[src/rtl/axi_rd_arbiter.sv]
// Two-master (I-cache / D-cache) to single AXI3 read port arbiter.
// One read outstanding at a time; round-robin on contention; R data routed by FSM state.
module axi_rd_arbiter #(
    parameter logic [3:0] I_ID = 4'd0,
    parameter logic [3:0] D_ID = 4'd1
) (
    input  logic        aclk,
    input  logic        aresetn,

    input  logic [31:0] i_araddr,
    input  logic [7:0]  i_arlen,
    input  logic [2:0]  i_arsize,
    input  logic        i_arvalid,
    output logic        i_arready,
    output logic [31:0] i_rdata,
    output logic        i_rlast,
    output logic        i_rvalid,
    input  logic        i_rready,

    input  logic [31:0] d_araddr,
    input  logic [7:0]  d_arlen,
    input  logic [2:0]  d_arsize,
    input  logic        d_arvalid,
    output logic        d_arready,
    output logic [31:0] d_rdata,
    output logic        d_rlast,
    output logic        d_rvalid,
    input  logic        d_rready,

    output logic [3:0]  arid,
    output logic [31:0] araddr,
    output logic [7:0]  arlen,
    output logic [2:0]  arsize,
    output logic [1:0]  arburst,
    output logic [1:0]  arlock,
    output logic [3:0]  arcache,
    output logic [2:0]  arprot,
    output logic        arvalid,
    input  logic        arready,

    input  logic [3:0]  rid,
    input  logic [31:0] rdata,
    input  logic [1:0]  rresp,
    input  logic        rlast,
    input  logic        rvalid,
    output logic        rready,

    output logic [2:0]  o_dbg_state
);

    // Handshakes: a transfer happens on the rising edge where valid && ready.
    // The arbiter raises i/d_arready only in the IDLE cycle it grants; AR holds
    // arvalid with stable fields until arready; R beats are forwarded combinationally.
    typedef enum logic [2:0] {
        IDLE = 3'd0,
        AR_I = 3'd1,
        AR_D = 3'd2,
        R_I  = 3'd3,
        R_D  = 3'd4
    } state_t;

    state_t      r_state;
    state_t      w_next;
    logic        r_last_d;
    logic [3:0]  r_arid;
    logic [31:0] r_araddr;
    logic [7:0]  r_arlen;
    logic [2:0]  r_arsize;
    logic        w_grant_i;
    logic        w_grant_d;
    logic        w_r_done;
    logic        w_unused;

    // rid/rresp carry no routing meaning here: data follows the owning state.
    assign w_unused = ^{rid, rresp};

    always_comb begin
        w_next    = r_state;
        w_grant_i = 1'b0;
        w_grant_d = 1'b0;
        w_r_done  = rvalid && rready && rlast;
        case (r_state)
            IDLE: begin
                // Gated by aresetn so arready stays low while reset is held.
                w_grant_i = aresetn && i_arvalid && (!d_arvalid || r_last_d);
                w_grant_d = aresetn && d_arvalid && (!i_arvalid || !r_last_d);
                if (w_grant_i) begin
                    w_next = AR_I;
                end else if (w_grant_d) begin
                    w_next = AR_D;
                end
            end
            AR_I: if (arready) w_next = R_I;
            AR_D: if (arready) w_next = R_D;
            R_I:  if (w_r_done) w_next = IDLE;
            R_D:  if (w_r_done) w_next = IDLE;
            default: w_next = IDLE;
        endcase
    end

    always_ff @(posedge aclk or negedge aresetn) begin
        if (!aresetn) begin
            r_state  <= IDLE;
            r_last_d <= 1'b0;
            r_arid   <= 4'd0;
            r_araddr <= 32'd0;
            r_arlen  <= 8'd0;
            r_arsize <= 3'd0;
        end else begin
            r_state <= w_next;
            if (w_grant_i) begin
                r_last_d <= 1'b0;
                r_arid   <= I_ID;
                r_araddr <= i_araddr;
                r_arlen  <= i_arlen;
                r_arsize <= i_arsize;
            end else if (w_grant_d) begin
                r_last_d <= 1'b1;
                r_arid   <= D_ID;
                r_araddr <= d_araddr;
                r_arlen  <= d_arlen;
                r_arsize <= d_arsize;
            end
        end
    end

    assign i_arready = w_grant_i;
    assign d_arready = w_grant_d;

    assign arid    = r_arid;
    assign araddr  = r_araddr;
    assign arlen   = r_arlen;
    assign arsize  = r_arsize;
    assign arburst = 2'b01;
    assign arlock  = 2'b00;
    assign arcache = 4'd0;
    assign arprot  = 3'd0;
    assign arvalid = (r_state == AR_I) || (r_state == AR_D);

    assign rready = ((r_state == R_I) && i_rready) || ((r_state == R_D) && d_rready);

    assign i_rdata  = rdata;
    assign i_rlast  = (r_state == R_I) && rlast;
    assign i_rvalid = (r_state == R_I) && rvalid;
    assign d_rdata  = rdata;
    assign d_rlast  = (r_state == R_D) && rlast;
    assign d_rvalid = (r_state == R_D) && rvalid;

    assign o_dbg_state = r_state;

endmodule

[config.mk]
export PLATFORM = sky130hd
export DESIGN_NAME = axi_rd_arbiter
export DESIGN_NICKNAME = d
export VERILOG_FILES = /design/src/rtl/axi_rd_arbiter.sv
export SDC_FILE = /design/constraint.sdc
export NUM_CORES = 1
export LEC_CHECK = 0
export CAP_MARGIN = 25
export CORE_AREA = 2 2 104 106
export CTS_CLUSTER_SIZE = 24
export DETAILED_ROUTE_END_ITERATION = 12
export DIE_AREA = 0 0 106 108
export PLACE_DENSITY = 0.87
export REMOVE_ABC_BUFFERS = 1
export SYNTH_ARGS = -nofsm -noshare
export SYNTH_HDL_FRONTEND = slang
export SYNTH_SLANG_ARGS = --single-unit
[constraint.sdc]
create_clock -name aclk -period 1.8 [get_ports aclk]
set_clock_uncertainty 0.05 [all_clocks]
set_input_delay 0.36 -clock aclk [delete_from_list [all_inputs] [get_ports aclk]]
set_output_delay 0.36 -clock aclk [all_outputs]
set_load 0.05 [all_outputs]
==> results.toml, run 1 <==
[die]
start_util_pct = 30.9
core_um2 = 10200
dieArea_um2 = 11400
dieHeight_um = 108
pin_count = 266
dieWidth_um = 106
row_count = 37

[timing]
min_period_over_period_pct = 100
period_needed_ns = 1.80
finalSetupViolCount = 1
drv_slew = 0
rsz0062_at_grt = "true"
layout_setup_ws_ns = -0.00420
fmax_ghz = 0.554
hold_viol_final = 0
hold_ws_ns = 0.131

[yosys]
synth_mux_area_share_pct = 13.6
synth_top_area_share_pct = 37.3
synthSimpleGateAreaFrac_pct = 9.00
syn_area_um2 = 3160
seq_area_frac_synth_pct = 37.3
synthAdderAreaFrac_pct = 0
synth_top_family_by_area = "buffers and inverters"
synth_compound_area_share_pct = 13.7
avgSynthCellArea_um2 = 10.3
yosys-top-cells-area = "dfrtp_1 (37%), buf_4 (19%), mux2i_1 (14%)"
synth-xor-area-share_pct = 0.277
yosys.area.top_type = "dfrtp_1"
ys_warn_count = 0
synth-seq-cells = 47
syn-instance-count = 307
synth_cell_type_count = 29

[global_routing]
overflow = 0
antenna_found_initial = 1
track_usage_pct = 19.3
grt_pass1_wl_um = 15600
grt_pass1_vias = 2380
grt_max_degree = 39

[setup_path]
worst_ep_arrival_time_ns = 1.39
crit_start = "arid[0]"
cp_max_fo = 3
r2r-start = "arid[0]"
cp-start-kind = "register"
critPathKind = "register to output pin"
endpoint_kind = "output pin"
required_ns = 1.39

[clock_tree]
cts_tree = "built"
cts_buffers = 5
clk_latency_ns = 0.29
htree_levels = 2
clock_path_buffers = 2
clock_sink_count = 47
root_buffer = "clkbuf_8"
clk_pin_slew_ns = 0.08

[placed_design]
portBuffers = 149
dpl_cell_area_um2 = 4210
gp_congestion = 0.891
dp_slack_ns = -0.193
dp_cells = 520
dp_hpwl_um = 9850

[cells_and_area]
fill_cells = 970
final_util_pct = 43.0
postLayoutCellArea_um2 = 4400
final_cell_mix = "clkdlybuf4s50_1 (91), buf_4 (60), nor2_1 (44)"
area_growth_pct = 39.4
drive_gt1_share_pct = 34.6
nNetsFinal = 534
fin_cells = 539
layout_commonest_cell = "clkdlybuf4s50_1"

[routing]
drt-total-wl_um = 11400
drcViolationCount = 0
firstDrtPassIters = 4
viasPerCell = 4.58
drt_iter0_drc = 103
vias = 2470
ant_nets = 0
wire_per_inst_um = 21.2

[outcome]
violations = "setup timing"
status = "complete, but fails checks"

[power]
power_leakage_nw = 2.04
ir_worst_vdd_uv = 1060
power_density_nw_per_um2 = 1730

[min_path]
holdCritPathClass = "primary input to async pin"

[flow_run]
drv_cap = 0
## metrics by stage
step / TNS [ns] / power (mW)
4_1_cts: -0.00835 / 7.64
6_report: -0.00420 / 7.62
5_1_grt: -0.227 / 8.03
3_5_place_dp: -7.17 / 6.90
2_1_floorplan: -78.04 / 5.08
3_3_place_gp: -5.63 / 6.77
## report_power, final
part	switching (mW)	internal (mW)	total [mW]
clock	0.342	0.273	0.615
sequential	0.365	1.59	1.95
combinational	3.23	1.82	5.05
total	3.94	3.68	7.62
## area by class of cell
| class | instances | area (um2) | share of cell area, % |
|---|---|---|---|
| Antenna cell | 1 | 2.50 | 0.0569 |
| Multi-Input combinational cell | 173 | 1260 | 28.5 |
| Tap cell | 136 | 170 | 3.87 |
| Clock inverter | 1 | 5.00 | 0.114 |
| Inverter | 2 | 7.51 | 0.171 |
| Sequential cell | 47 | 1180 | 26.8 |
| Clock buffer | 7 | 76.3 | 1.73 |
| Timing Repair Buffer | 172 | 1700 | 38.7 |
## synth_stat cells
cell / instances
a21o_1: 1
a21oi_1: 6
a21oi_2: 40
a32o_1: 1
and2_1: 2
and3_1: 2
and3b_1: 1
and4bb_1: 1
buf_12: 5
buf_4: 80
buf_6: 7
clkbuf_1: 2
clkbuf_4: 3
conb_1: 2
dfrtp_1: 47
inv_1: 1
inv_2: 1
mux2i_1: 43
nand2_1: 3
nand3_1: 3
nand3b_1: 2
nor2_1: 46
nor2_4: 1
nor4_1: 2
o211ai_1: 1
o211ai_2: 1
o21ai_0: 1
o21ba_2: 1
xnor2_1: 1
## cells by family after synthesis
family                    after synthesis
AOI/OAI and AO/OA                      52
xor gates and xnor gates                1
buffers and inverters                  99
DFF                                    47
muxes                                  43
other                                   2
and+or+nand+nor                        63
## path summary, 6_finish.rpt
path	slack, ns	cells after the start	to
max in group asynchronous	1.09	2	arsize[1]
worst min-delay path	0.13	2	o_dbg_state[1]
worst max register to register	0.13	6	araddr[25]
min in group aclk	0.47	2	araddr[24]
worst min register to register	0.47	2	araddr[24]
worst max-delay path	-0.004	5	i_arready
## layer usage
layer / GRT usage (%) / up-vias / part of all wire [%]
met5: 5.80 / - / 0.58
met4: 10.7 / 2 / 4.9
met3: 16.2 / 18 / 19
met2: 30.3 / 212 / 45
met1: 17.0 / 1125 / 30
li1: - / 1113 / -
## flip-flops by register name, summed over array words and instances, names as in the netlist
name         flops
araddr          32
arlen            8
arsize           3
o_dbg_state      3
arid             1
## worst max-delay path, stage by stage (launching register included)
cell	delay [ns]
dfrtp_2	0.42
buf_4	0.15
o211ai_4	0.19
nor4_2	0.06
buf_4	0.15
buf_12	0.14
## timing repair
action,4_1_cts,5_1_grt
buffers inserted,7,2
hold buffers,1,0
resized for setup,11,3
endpoints found under the hold margin,2,0
pin swaps,2,2
setup endpoints to repair,6,6
No activity file was read; power rests on OpenSTA's default activity.
==> run 2, diff against run 1 <==
Settings changed: SLEW_MARGIN set to 25.
==> results of run 2 <==
The final DEF is identical to that of run 1; final timing and power are the same.
==> run 3, diff against run 2 <==
Settings changed: TNS_END_PERCENT set to 10.
==> run 3 against run 2 <==
  * The flow now finishes without violations
  * Die area stayed put
  * Clock power hardly changed
  * Sequential cell count stayed put
  * Largest cell class unchanged
  * Largest power group unchanged
  * Highest routed layer unchanged
==> results.toml, run 3 (synthesis results as in run 1) <==
[outcome]
status = "finished, final reports clean"

[setup_path]
endpoint_kind = "output pin"
worst_ep_arrival_time_ns = 1.38
path_cells = "buf_4 > xnor2_1 > nor2_2 > buf_12"
rrSetupSlack_ns = 0.16
required_ns = 1.39
cp-start-kind = "register"
slowest_delay_ns = 0.49
cp_max_fo = 6
worst_path_max_delay_cell = "dfrtp_2"
critPathKind = "register to output pin"

[die]
dieWidth_um = 106
pin_count = 266
row_count = 37
dieArea_um2 = 11400
core_um2 = 10200
start_util_pct = 30.9
dieHeight_um = 108

[cells_and_area]
layout_commonest_cell = "clkdlybuf4s50_1"
fin_cells = 538
largest_reg_flops = 32
fill_cells = 970
drive_gt1_share_pct = 34.2
final_cell_mix = "clkdlybuf4s50_1 (91), buf_4 (60), nor2_1 (44)"
nNetsFinal = 533
area_growth_pct = 39.2

[min_path]
holdCritPathClass = "primary input to async pin"

[timing]
layout_setup_ws_ns = 0.00893
min_period_over_period_pct = 99.5
hold_viol_final = 0
hold_ws_ns = 0.129
rsz0062_at_grt = "true"
finalSetupViolCount = 0
period_needed_ns = 1.79
fmax_ghz = 0.558
drv_slew = 0

[routing]
firstDrtPassIters = 4
drt-total-wl_um = 11400
drt_iter0_drc = 86
wire_per_inst_um = 21.2
vias = 2426
ant_nets = 0
drcViolationCount = 0
viasPerCell = 4.51

[clock_tree]
cts_tree = "built"
cts_buffers = 5
clock_path_buffers = 2
clk_latency_ns = 0.29
root_buffer = "clkbuf_8"
clk_pin_slew_ns = 0.08
htree_levels = 2
clock_sink_count = 47

[global_routing]
grt_pass1_wl_um = 15600
antenna_found_initial = 1
overflow = 0
grt_max_degree = 39
track_usage_pct = 19.4
grt_pass1_vias = 2357

[flow_run]
drv_cap = 0

[power]
power_density_nw_per_um2 = 1730
ir_worst_vdd_uv = 1050
power_leakage_nw = 2.03

[placed_design]
portBuffers = 149
dp_slack_ns = -0.193
dp_cells = 520
dp_hpwl_um = 9850
gp_congestion = 0.891
-- run 3: worst paths after layout --
check	startpoint	endpoint	depth (start not counted)
max reg2reg	arid[0]	araddr[25]	6
min reg2reg	araddr[24]	araddr[24]	2
max	o_dbg_state[1]	arvalid	4
min in group aclk	araddr[24]	araddr[24]	2
min	aresetn	o_dbg_state[1]	2
max in group asynchronous	aresetn	araddr[26]	2
-- run 3: worst max-delay path, delay by kind of cell (launching register included) --
| kind | cells | cell delay [ns] |
|---|---|---|
| and+or+nand+nor | 1 | 0.14 |
| xor gates and xnor gates | 1 | 0.13 |
| DFF | 1 | 0.49 |
| buffers and inverters | 2 | 0.34 |
-- run 3: area by class of cell --
type / instances / area, um2 / area share, %
repair buffers: 171 / 1700 / 38.6
flip-flops and latches: 47 / 1180 / 26.9
clock buffers: 7 / 76.3 / 1.74
clock inverters: 1 / 5.00 / 0.114
well taps: 136 / 170 / 3.87
multi-input cells: 173 / 1250 / 28.5
diodes: 1 / 2.50 / 0.0569
inverters: 2 / 7.51 / 0.171
-- run 3: report_power, final --
part / leakage, nW / total [mW] / internal (mW) / switching [mW]
clock: 0.0422 / 0.616 / 0.274 / 0.342
sequential: 0.523 / 1.96 / 1.59 / 0.374
combinational: 1.47 / 5.03 / 1.81 / 3.22
-- run 3: metal layers --
metal / share of wire (%) / wire [um] / vias up / global-route usage [%]
met5: 0.58 / 66 / - / 5.80
met3: 19 / 2130 / 14 / 16.7
met4: 3.7 / 422 / 2 / 8.27
met1: 30 / 3470 / 1110 / 16.7
li1: - / - / 1110 / -
met2: 47 / 5300 / 190 / 31.5
-- run 3: metrics by stage --
| step | cell area (um2) | utilization, % | power, mW | setup TNS, ns |
|---|---|---|---|---|
| 2_1_floorplan | 2390 | - | 5.08 | -78.04 |
| 3_3_place_gp | 4210 | 41.1 | 6.77 | -5.63 |
| 3_5_place_dp | 4210 | 41.1 | 6.90 | -7.17 |
| 4_1_cts | 4370 | 42.7 | 7.64 | -0.00997 |
| 5_1_grt | 4390 | 42.9 | 8.01 | -0.194 |
| 6_report | 4390 | 42.9 | 7.61 | 0 |
-- run 3: timing repair --
item,in CTS,in global routing
buffers inserted,6,2
endpoints found under the hold margin,2,0
hold buffers,1,0
setup endpoints to repair,6,6
pin swaps,2,3
gates resized for setup,11,2
